File: config.mk
export PLATFORM = sky130hd
export DESIGN_NAME = diff_scoreboard
export DESIGN_NICKNAME = d
export VERILOG_FILES = /design/src/rtl/diff_scoreboard_pkg.sv /design/src/rtl/diff_scoreboard_err_fifo.sv /design/src/rtl/diff_scoreboard.sv
export SDC_FILE = /design/constraint.sdc
export NUM_CORES = 1
export LEC_CHECK = 0
export ABC_CLOCK_PERIOD_IN_PS = 11800
export BUFFER_PORTS_ARGS = -buffer_cell sky130_fd_sc_hd__buf_2
export CORE_ASPECT_RATIO = 0.9
export CORE_MARGIN = 2
export CORE_UTILIZATION = 59
export CTS_CLUSTER_DIAMETER = 50
export DETAILED_ROUTE_END_ITERATION = 8
export GPL_ROUTABILITY_DRIVEN = 0
export MAX_ROUTING_LAYER = met4
export PLACE_DENSITY_LB_ADDON = 0.2
export RECOVER_POWER = 25
export SETUP_SLACK_MARGIN = 0.4
export SYNTH_ARGS = -nofsm -noshare
export SYNTH_HDL_FRONTEND = slang
export SYNTH_SLANG_ARGS = --single-unit
File: constraint.sdc
create_clock -name clk -period 11.8 [get_ports clk]
set_input_delay 1.18 -clock clk [delete_from_list [all_inputs] [get_ports clk]]
set_output_delay 1.18 -clock clk [all_outputs]
set_load 0.1 [all_outputs]
File: src/rtl/diff_scoreboard_pkg.sv
// Shared definitions for the diff scoreboard: state encodings and default sizes
// reused by the monitor-level top.
package diff_scoreboard_pkg;

   localparam int DEF_WIDTH     = 32;
   localparam int DEF_CNT_W     = 32;
   localparam int DEF_LOG_DEPTH = 3;

   typedef enum logic [1:0] {
      ST_IDLE = 2'd0,
      ST_WAIT = 2'd1,
      ST_RUN  = 2'd2,
      ST_DONE = 2'd3
   } state_e;

endpackage

File: src/rtl/diff_scoreboard_err_fifo.sv
// First-word-fall-through error log FIFO; pointers carry a wrap bit so that
// full and empty are told apart without a separate occupancy counter.
module err_fifo #(
   parameter int DATA_W    = 64,
   parameter int LOG_DEPTH = 3
) (
   input  logic              clk,
   input  logic              reset,
   input  logic              flush,
   input  logic              push,
   input  logic [DATA_W-1:0] data,
   output logic              full,
   output logic              valid,
   output logic [DATA_W-1:0] q,
   input  logic              ready
);
   localparam int DEPTH = 1 << LOG_DEPTH;

   logic [DATA_W-1:0]  mem_q [DEPTH];
   logic [LOG_DEPTH:0] wr_ptr_q, wr_ptr_d;
   logic [LOG_DEPTH:0] rd_ptr_q, rd_ptr_d;
   logic               empty, pop, push_ok;

   assign empty   = (wr_ptr_q == rd_ptr_q);
   assign full    = (wr_ptr_q[LOG_DEPTH] != rd_ptr_q[LOG_DEPTH]) &&
                    (wr_ptr_q[LOG_DEPTH-1:0] == rd_ptr_q[LOG_DEPTH-1:0]);
   assign pop     = !empty && ready;
   // A pop on the same edge frees the slot, so a push into a full FIFO still lands.
   assign push_ok = push && (!full || pop);
   assign valid   = !empty;
   assign q       = empty ? '0 : mem_q[rd_ptr_q[LOG_DEPTH-1:0]];

   always_comb begin
      wr_ptr_d = wr_ptr_q;
      rd_ptr_d = rd_ptr_q;
      if (flush) begin
         wr_ptr_d = '0;
         rd_ptr_d = '0;
      end else begin
         if (push_ok) wr_ptr_d = wr_ptr_q + (LOG_DEPTH+1)'(1);
         if (pop)     rd_ptr_d = rd_ptr_q + (LOG_DEPTH+1)'(1);
      end
   end

   always_ff @(posedge clk) begin
      if (!reset) begin
         wr_ptr_q <= '0;
         rd_ptr_q <= '0;
      end else begin
         wr_ptr_q <= wr_ptr_d;
         rd_ptr_q <= rd_ptr_d;
      end
   end

   always_ff @(posedge clk) begin
      if (push_ok && !flush) mem_q[wr_ptr_q[LOG_DEPTH-1:0]] <= data;
   end

endmodule

File: src/rtl/diff_scoreboard.sv
// Scoreboard for the monitor's difference vector: run window FSM, saturating
// sample/error counters, sticky bit mask, verdict and a log of failing samples.
module diff_scoreboard
   import diff_scoreboard_pkg::*;
#(
   parameter int WIDTH     = DEF_WIDTH,
   parameter int CNT_W     = DEF_CNT_W,
   parameter int LOG_DEPTH = DEF_LOG_DEPTH
) (
   input  logic             clk,
   input  logic             reset,
   input  logic             i_mon_ready,
   input  logic [WIDTH-1:0] i_diff,
   input  logic             i_start,
   input  logic             i_stop,
   output logic             o_busy,
   output logic             o_done,
   output logic             o_pass,
   output logic [CNT_W-1:0] o_sample_cnt,
   output logic [CNT_W-1:0] o_err_cnt,
   output logic [WIDTH-1:0] o_sticky,
   output logic             o_overflow,
   output logic             o_err_valid,
   output logic [CNT_W-1:0] o_err_idx,
   output logic [WIDTH-1:0] o_err_diff,
   input  logic             i_err_ready
);
   state_e             state_q, state_d;
   logic [CNT_W-1:0]   sample_cnt_q, sample_cnt_d;
   logic [CNT_W-1:0]   err_cnt_q, err_cnt_d;
   logic [WIDTH-1:0]   sticky_q, sticky_d;
   logic               overflow_q, overflow_d;
   logic               clear, sample, failing;
   logic               fifo_full, fifo_push, fifo_pop;
   logic [CNT_W+WIDTH-1:0] fifo_q;

   assign failing   = |i_diff;
   assign fifo_push = sample && failing;
   assign fifo_pop  = o_err_valid && i_err_ready;

   always_comb begin
      state_d      = state_q;
      sample_cnt_d = sample_cnt_q;
      err_cnt_d    = err_cnt_q;
      sticky_d     = sticky_q;
      overflow_d   = overflow_q;
      clear        = 1'b0;
      sample       = 1'b0;

      // i_start wins over everything, including a coincident i_stop.
      case (state_q)
         ST_IDLE, ST_DONE: if (i_start) clear = 1'b1;
         ST_WAIT: begin
            if (i_start)          clear   = 1'b1;
            else if (i_stop)      state_d = ST_DONE;
            else if (i_mon_ready) state_d = ST_RUN;
         end
         ST_RUN: begin
            if (i_start) clear = 1'b1;
            else begin
               sample = i_mon_ready;
               if (i_stop) state_d = ST_DONE;
            end
         end
         default: state_d = ST_IDLE;
      endcase

      if (clear) begin
         state_d      = ST_WAIT;
         sample_cnt_d = '0;
         err_cnt_d    = '0;
         sticky_d     = '0;
         overflow_d   = 1'b0;
      end else if (sample) begin
         if (sample_cnt_q != '1) sample_cnt_d = sample_cnt_q + CNT_W'(1);
         if (failing) begin
            if (err_cnt_q != '1) err_cnt_d = err_cnt_q + CNT_W'(1);
            sticky_d = sticky_q | i_diff;
            if (fifo_full && !fifo_pop) overflow_d = 1'b1;
         end
      end
   end

   always_ff @(posedge clk) begin
      if (!reset) begin
         state_q      <= ST_IDLE;
         sample_cnt_q <= '0;
         err_cnt_q    <= '0;
         sticky_q     <= '0;
         overflow_q   <= 1'b0;
      end else begin
         state_q      <= state_d;
         sample_cnt_q <= sample_cnt_d;
         err_cnt_q    <= err_cnt_d;
         sticky_q     <= sticky_d;
         overflow_q   <= overflow_d;
      end
   end

   err_fifo #(
      .DATA_W    (CNT_W + WIDTH),
      .LOG_DEPTH (LOG_DEPTH)
   ) u_err_fifo (
      .clk   (clk),
      .reset (reset),
      .flush (clear),
      .push  (fifo_push),
      .data  ({sample_cnt_q, i_diff}),
      .full  (fifo_full),
      .valid (o_err_valid),
      .q     (fifo_q),
      .ready (i_err_ready)
   );

   assign o_busy       = (state_q == ST_WAIT) || (state_q == ST_RUN);
   assign o_done       = (state_q == ST_DONE);
   assign o_pass       = o_done && (err_cnt_q == '0) && (sample_cnt_q != '0);
   assign o_sample_cnt = sample_cnt_q;
   assign o_err_cnt    = err_cnt_q;
   assign o_sticky     = sticky_q;
   assign o_overflow   = overflow_q;
   assign o_err_idx    = fifo_q[WIDTH +: CNT_W];
   assign o_err_diff   = fifo_q[WIDTH-1:0];

endmodule

==> impl_metrics.yaml, run 1 <==
run_status:
  status: "finished, final reports clean"
logic_synthesis:
  netlist_instances: 1401
  ys_top_cells_by_area: "edfxtp_1 (63%), mux4_2 (12%), dfxtp_1 (9.1%)"
  yosys_warnings: 0
  synth_edf_count: 512
  ys_ff_latch: 622
  yosysTopAreaCellShare_pct: 63.21
  synth.largest_area_cell: "edfxtp_1"
  yosysMostFrequentCell: "edfxtp_1"
  synthesis.area_um2: 24320
  avgSynthCellArea_um2: 17.36
  yosysSeqAreaShare_pct: 72.27
  synth.distinct_cells: 49
  async_flop_share_pct: 0
  ys.flop_type: "edfxtp_1"
  yosys-top-cells-count: "edfxtp_1 (512), nor2_1 (176), mux4_2 (128)"
  synthesis.nets: 1448
clock_tree:
  path_clk_slew_ns: 0.06
  cts_resized: 0
  root_buffer: "clkbuf_16"
  holdBufCountCts: 0
  clock_latency_ns: 0.61
  numCtsBuffers: 61
  htreeDepth: 2
  cts_tree: "yes"
  cts.sinks: 622
  clockBufferDepth: 3
  post_cts.repair.setup_buffers: 0
setup_path:
  path_class: "reg -> out"
  cp_max_fo: 50
  worst_setup_path_start_kind: "flip-flop"
  crit_family: "buffers and inverters"
  cp_num_buf_inv: 3
  cp.required_ns: 10.62
  end_kind: "primary output"
  slowest_delay_ns: 0.96
  path_cells: "buf_4 -> buf_4 -> mux4_2 -> mux2i_1 -> nor2_1 -> buf_2"
  arrival_ns: 4.53
  critical_path.slowest_cell: "dfxtp_4"
  timing.critical_path.mode_cell: "buf_4"
routing:
  firstDrtPassIters: 5
  postRouteAntennaNets: 0
  drcViolationCount: 0
  avgViaCountPerCell: 6.114
  route.vias.total: 13482
  routed_wl_mm: 52.08
  drt_iter0_markers: 1131
  post_drt_wl_per_cell_um: 23.62
floorplan:
  core_um2: 40640
  fp.dieW_um: 218.0
  start_util_pct: 59.85
  ios: 203
  row_count: 70
  fp.dieH_um: 196.6
  die_area_um2: 42870
power:
  powerDensity_nw_per_um2: 155.7
  p_total_mw: 4.344
  power_leakage_nw: 9.529
  ir_drop_mv: 0.1373
global_route:
  grt_pass1_vias: 13544
  grt_overflow: 0
  grt_max_degree: 88
  grt_pass1_wl_mm: 79.75
  antenna_found_initial: 0
  track_usage_pct: 25.51
timing:
  fin_crit_sh_pct: 48.40
  hold_viol: 0
  maxSlewViolCount: 0
  setup_ws_ns: 6.089
  worstMarginPinSlew_ns: 1.179
  rsz0062_at_grt: "no"
  setup_viol: 0
  fmax_mhz: 175.1
  fin_worst_skew_ns: 0.01689
  whs_ns: 0.4596
  fin_tns_setup_ns: 0
  fin_crit_ns: 5.711
  slew_headroom_pct: 21.41
placed_design:
  placed_cells: 2092
  dp_slack_ns: 6.542
  dpl.hpwl_mm: 29.50
  numPortBuffers: 202
final_layout:
  drive_above_1_share_pct: 26.61
  num-nets-final: 1662
  finalNonFillerCells: 2205
  syn2layout_area_growth_pct: 14.73
  insertedDiodeCount: 0
worst_hold_path:
  hold_path.class: "reg -> reg"
job:
  max-cap-violations: 0
[sequential cells by signal, indices dropped and copies added, names as in the netlist, named ones only]
signal               cells
u_err_fifo.wr_ptr_q      4
state_q                  2
u_err_fifo.rd_ptr_q      4
o_sticky                32
o_overflow               1
o_sample_cnt            32
o_err_cnt               32
u_err_fifo.mem_q       512
[worst register-to-register path, delay by kind of cell (launching register included)]
family	cells	cell delay, ns
buf+inv	3	1.58
compound gates	1	0.19
simple gates	3	0.81
fa+ha+maj	1	0.27
flops	1	0.32
[per-layer routing]
layer / GRT usage (%) / vias to the layer above / part of all wire (%)
li1: - / 5926 / -
met1: 35.69 / 6973 / 43
met2: 39.24 / 490 / 48
met3: 4.090 / 93 / 6.9
met4: 8.062 / 0 / 2.5
met5: - / - / 0
[per-stage QoR]
step | util [%] | cell area, um2
floorplan | - | 24320
global placement | 63.84 | 25940
detailed placement | 63.84 | 25940
CTS | 68.73 | 27930
global route | 68.66 | 27900
finish | 68.66 | 27900
[cell type report]
type                       instances  area [um2]
multi-input combinational        698        6487
clock inverter                    39       402.9
timing repair buffer             220        1120
fill                            2667       12730
inverter                          12       45.04
clock buffer                      74        1585
sequential                       622       17590
tap                              540       675.6
[cell families after synthesis]
| kind of cell | synth area share, % |
|---|---|
| flip-flops | 72.27 |
| AND/OR/NAND/NOR | 7.526 |
| multiplexers | 14.57 |
| buffers and inverters | 1.353 |
| XOR/XNOR | 2.269 |
| AO/OA/AOI/OAI | 1.554 |
| adder cells (fa/ha/maj) | 0.4630 |
[power by group]
| group | switching (mW) | total, mW | internal [mW] |
|---|---|---|---|
| logic | 0.0487 | 0.0607 | 0.0119 |
| registers | 0.00139 | 2.36 | 2.36 |
| clock network | 0.794 | 1.92 | 1.13 |
| total | 0.844 | 4.34 | 3.50 |
[cell usage in the layout (no fill, tap or decap), drive strengths merged, types with 2 or more instances in the layout]
| master | n |
|---|---|
| edfxtp | 512 |
| buf | 199 |
| nor2 | 176 |
| mux4 | 128 |
| dfxtp | 110 |
| clkbuf | 95 |
| mux2i | 66 |
| a21oi | 45 |
| xor2 | 39 |
| nand3 | 36 |
| nand2 | 30 |
| nand4 | 30 |
| nor4 | 30 |
| clkinv | 25 |
| xnor2 | 24 |
| nor3 | 20 |
| inv | 15 |
| and3 | 14 |
| and4 | 9 |
| ha | 9 |
| bufinv | 8 |
| or3 | 6 |
| o21ai | 5 |
| o31ai | 4 |
| or4 | 4 |
| nand2b | 4 |
| clkinvlp | 3 |
| nor2b | 3 |
| nand3b | 2 |
| or2 | 2 |
[path summary, 6_finish.rpt]
check	from	to	slack [ns]	cells after the start
worst max register to register	state_q[0]	u_err_fifo.mem_q[0][45]	8.19	8
worst min register to register	o_sticky[16]	o_sticky[16]	0.46	2
worst min-delay path	o_sticky[16]	o_sticky[16]	0.46	2
worst max-delay path	flip-flop	o_err_diff[25]	6.09	6
Note: power is estimated with default switching activity, not from simulation.
==> inputs of run 2 (changes only) <==
--- a/config.mk
+++ b/config.mk
@@ -5,11 +5,11 @@
 export SDC_FILE = /design/constraint.sdc
 export NUM_CORES = 1
 export LEC_CHECK = 0
-export ABC_CLOCK_PERIOD_IN_PS = 11800
+export ABC_CLOCK_PERIOD_IN_PS = 5100
 export BUFFER_PORTS_ARGS = -buffer_cell sky130_fd_sc_hd__buf_2
 export CORE_ASPECT_RATIO = 0.9
 export CORE_MARGIN = 2
-export CORE_UTILIZATION = 59
+export CORE_UTILIZATION = 54
 export CTS_CLUSTER_DIAMETER = 50
 export DETAILED_ROUTE_END_ITERATION = 8
 export GPL_ROUTABILITY_DRIVEN = 0
==> constraint.sdc (replaced) <==
create_clock -name clk -period 5.1 [get_ports clk]
set_input_delay 0.51 -clock clk [delete_from_list [all_inputs] [get_ports clk]]
set_output_delay 0.51 -clock clk [all_outputs]
set_load 0.1 [all_outputs]
==> run 2 against run 1 <==
  * Worst hold slack got worse by 0.29 ns
  * Register-to-register slack worse by 6.1 ns
  * Wire length up 0.96%
  * Clock power rose by 130%
  * Utilization fell by 5.3 points
  * Final cell count is 3.2% higher
  * Worst setup slack got worse by 4.8 ns
  * Global-route usage fell by 2.0 points
==> impl_metrics.yaml, run 2 (synthesized netlist as in run 1, its figures left out) <==
routing:
  post_drt_wl_per_cell_um: 23.10
  firstDrtPassIters: 7
  postRouteAntennaNets: 0
  route.vias.total: 13339
  routed_wl_mm: 52.58
  drt_iter0_markers: 1097
  drcViolationCount: 0
  avgViaCountPerCell: 5.861
clock_tree:
  clockBufferDepth: 3
  root_buffer: "clkbuf_16"
  clock_latency_ns: 0.62
  path_clk_slew_ns: 0.07
  cts.sinks: 622
  holdBufCountCts: 0
  cts_resized: 0
  cts_tree: "yes"
  htreeDepth: 2
  post_cts.repair.setup_buffers: 0
  numCtsBuffers: 60
setup_path:
  reg2reg_depth: 7
  path_cells: "buf_4 -> mux4_2 -> mux2i_1 -> nor2_1 -> buf_2"
  rrSetupSlack_ns: 2.08
  end_kind: "primary output"
  critical_path.slowest_cell: "dfxtp_4"
  cp_max_fo: 39
  r2r_start: "state_q[0]"
  worst_setup_path_start_kind: "flip-flop"
  path_class: "reg -> out"
  arrival_ns: 3.32
  r2r_end: "u_err_fifo.mem_q[6][43]"
  slowest_delay_ns: 0.91
  cp.required_ns: 4.59
worst_hold_path:
  hold_path.class: "in -> reg"
  hold_depth: 2
  min_to: "state_q[0]"
  min_from: "reset"
timing:
  slew_headroom_pct: 41.97
  fin_tns_setup_ns: 0
  fin_crit_sh_pct: 75.09
  maxSlewViolCount: 0
  hold_viol: 0
  fin_crit_ns: 3.830
  fmax_mhz: 261.1
  rsz0062_at_grt: "no"
  setup_viol: 0
  fin_worst_skew_ns: 0.02256
  worstMarginPinSlew_ns: 0.8689
power:
  ir_drop_mv: 0.2678
  powerDensity_nw_per_um2: 354.4
  p_total_mw: 9.955
  power_leakage_nw: 9.519
floorplan:
  start_util_pct: 54.90
  core_um2: 44300
  fp.dieW_um: 227.7
  ios: 203
  row_count: 73
  fp.dieH_um: 205.3
  die_area_um2: 46760
global_route:
  grt_pass1_vias: 13108
  grt_pass1_wl_mm: 80.33
  track_usage_pct: 23.53
  grt_max_degree: 91
  grt_overflow: 0
  antenna_found_initial: 1
final_layout:
  design_area_um2: 28090
  largest_reg_flops: 512
  syn2layout_area_growth_pct: 15.49
  final_common_cell: "edfxtp_1"
  num-nets-final: 1670
  final_cell_mix: "edfxtp_1 (512), nor2_1 (173), buf_2 (170)"
  finalNonFillerCells: 2276
  drive_above_1_share_pct: 26.51
job:
  max-cap-violations: 0
placed_design:
  placed_cells: 2161
  place_area_um2: 26180
  dpl.hpwl_mm: 30.61
  numPortBuffers: 202
run_status:
  status: "finished, final reports clean"
run 2: cell count changes in the layout (fill, tap and decap cells not counted), sizes merged:
cell,before,now
clkinv,25,23
clkinvlp,3,5
diode,0,1
bufinv,8,4
buf,199,197
clkbuf,95,112
inv,15,14
run 2: worst max-delay path by stage:
stage,startpoint,to,slack [ns],cells after the start
after floorplan,i_diff[20],u_err_fifo.mem_q[2][0],-1.14,5
after global placement,flip-flop,o_err_diff[27],1.85,5
after detailed placement,i_diff[23],u_err_fifo.mem_q[6][46],1.83,7
after CTS,flip-flop,o_err_diff[4],1.16,5
after global routing,flip-flop,o_err_diff[4],1.01,5
final,flip-flop,o_err_diff[4],1.27,5
run 2: metal layers:
| metal | global-route usage (%) | vias to the layer above | part of all wire, % |
|---|---|---|---|
| li1 | - | 5976 | - |
| met1 | 33.26 | 6900 | 45 |
| met2 | 35.34 | 378 | 47 |
| met3 | 4.324 | 85 | 6.4 |
| met4 | 7.213 | 0 | 2.4 |
| met5 | - | - | 0 |
run 2: critical path: cells and delay by family (launching register included):
family / cells / cell delay [ns]
muxes: 2 / 0.76
and+or+nand+nor: 1 / 0.10
buffers and inverters: 2 / 0.90
DFF: 1 / 0.91
run 2: cell type report:
| type | count | area [um2] |
|---|---|---|
| Antenna cell | 1 | 2.502 |
| Clock buffer | 80 | 1658 |
| Tap cell | 600 | 750.7 |
| Fill cell | 3148 | 16210 |
| Multi-Input combinational cell | 698 | 6502 |
| Inverter | 12 | 45.04 |
| Clock inverter | 34 | 294.0 |
| Timing Repair Buffer | 229 | 1249 |
| Sequential cell | 622 | 17590 |
run 2: through the flow:
stage / setup WS [ns] / hold WS (ns) / util [%]
final: 1.270 / 0.1662 / 63.41
after global routing: 1.013 / 0.1706 / 63.41
after CTS: 1.156 / 0.1350 / 63.49
after detailed placement: 1.826 / 0.4509 / 59.09
after global placement: 1.853 / 0.4421 / 59.09
after floorplan: -1.139 / 0.4698 / -
run 2: power breakdown:
group / total, mW / internal [mW] / leakage (nW) / switching [mW]
Sequential: 5.46 / 5.46 / 5.80 / 0.00338
Clock: 4.35 / 2.49 / 0.946 / 1.86
Combinational: 0.141 / 0.0266 / 2.78 / 0.114
Total: 9.95 / 7.97 / 9.52 / 1.98
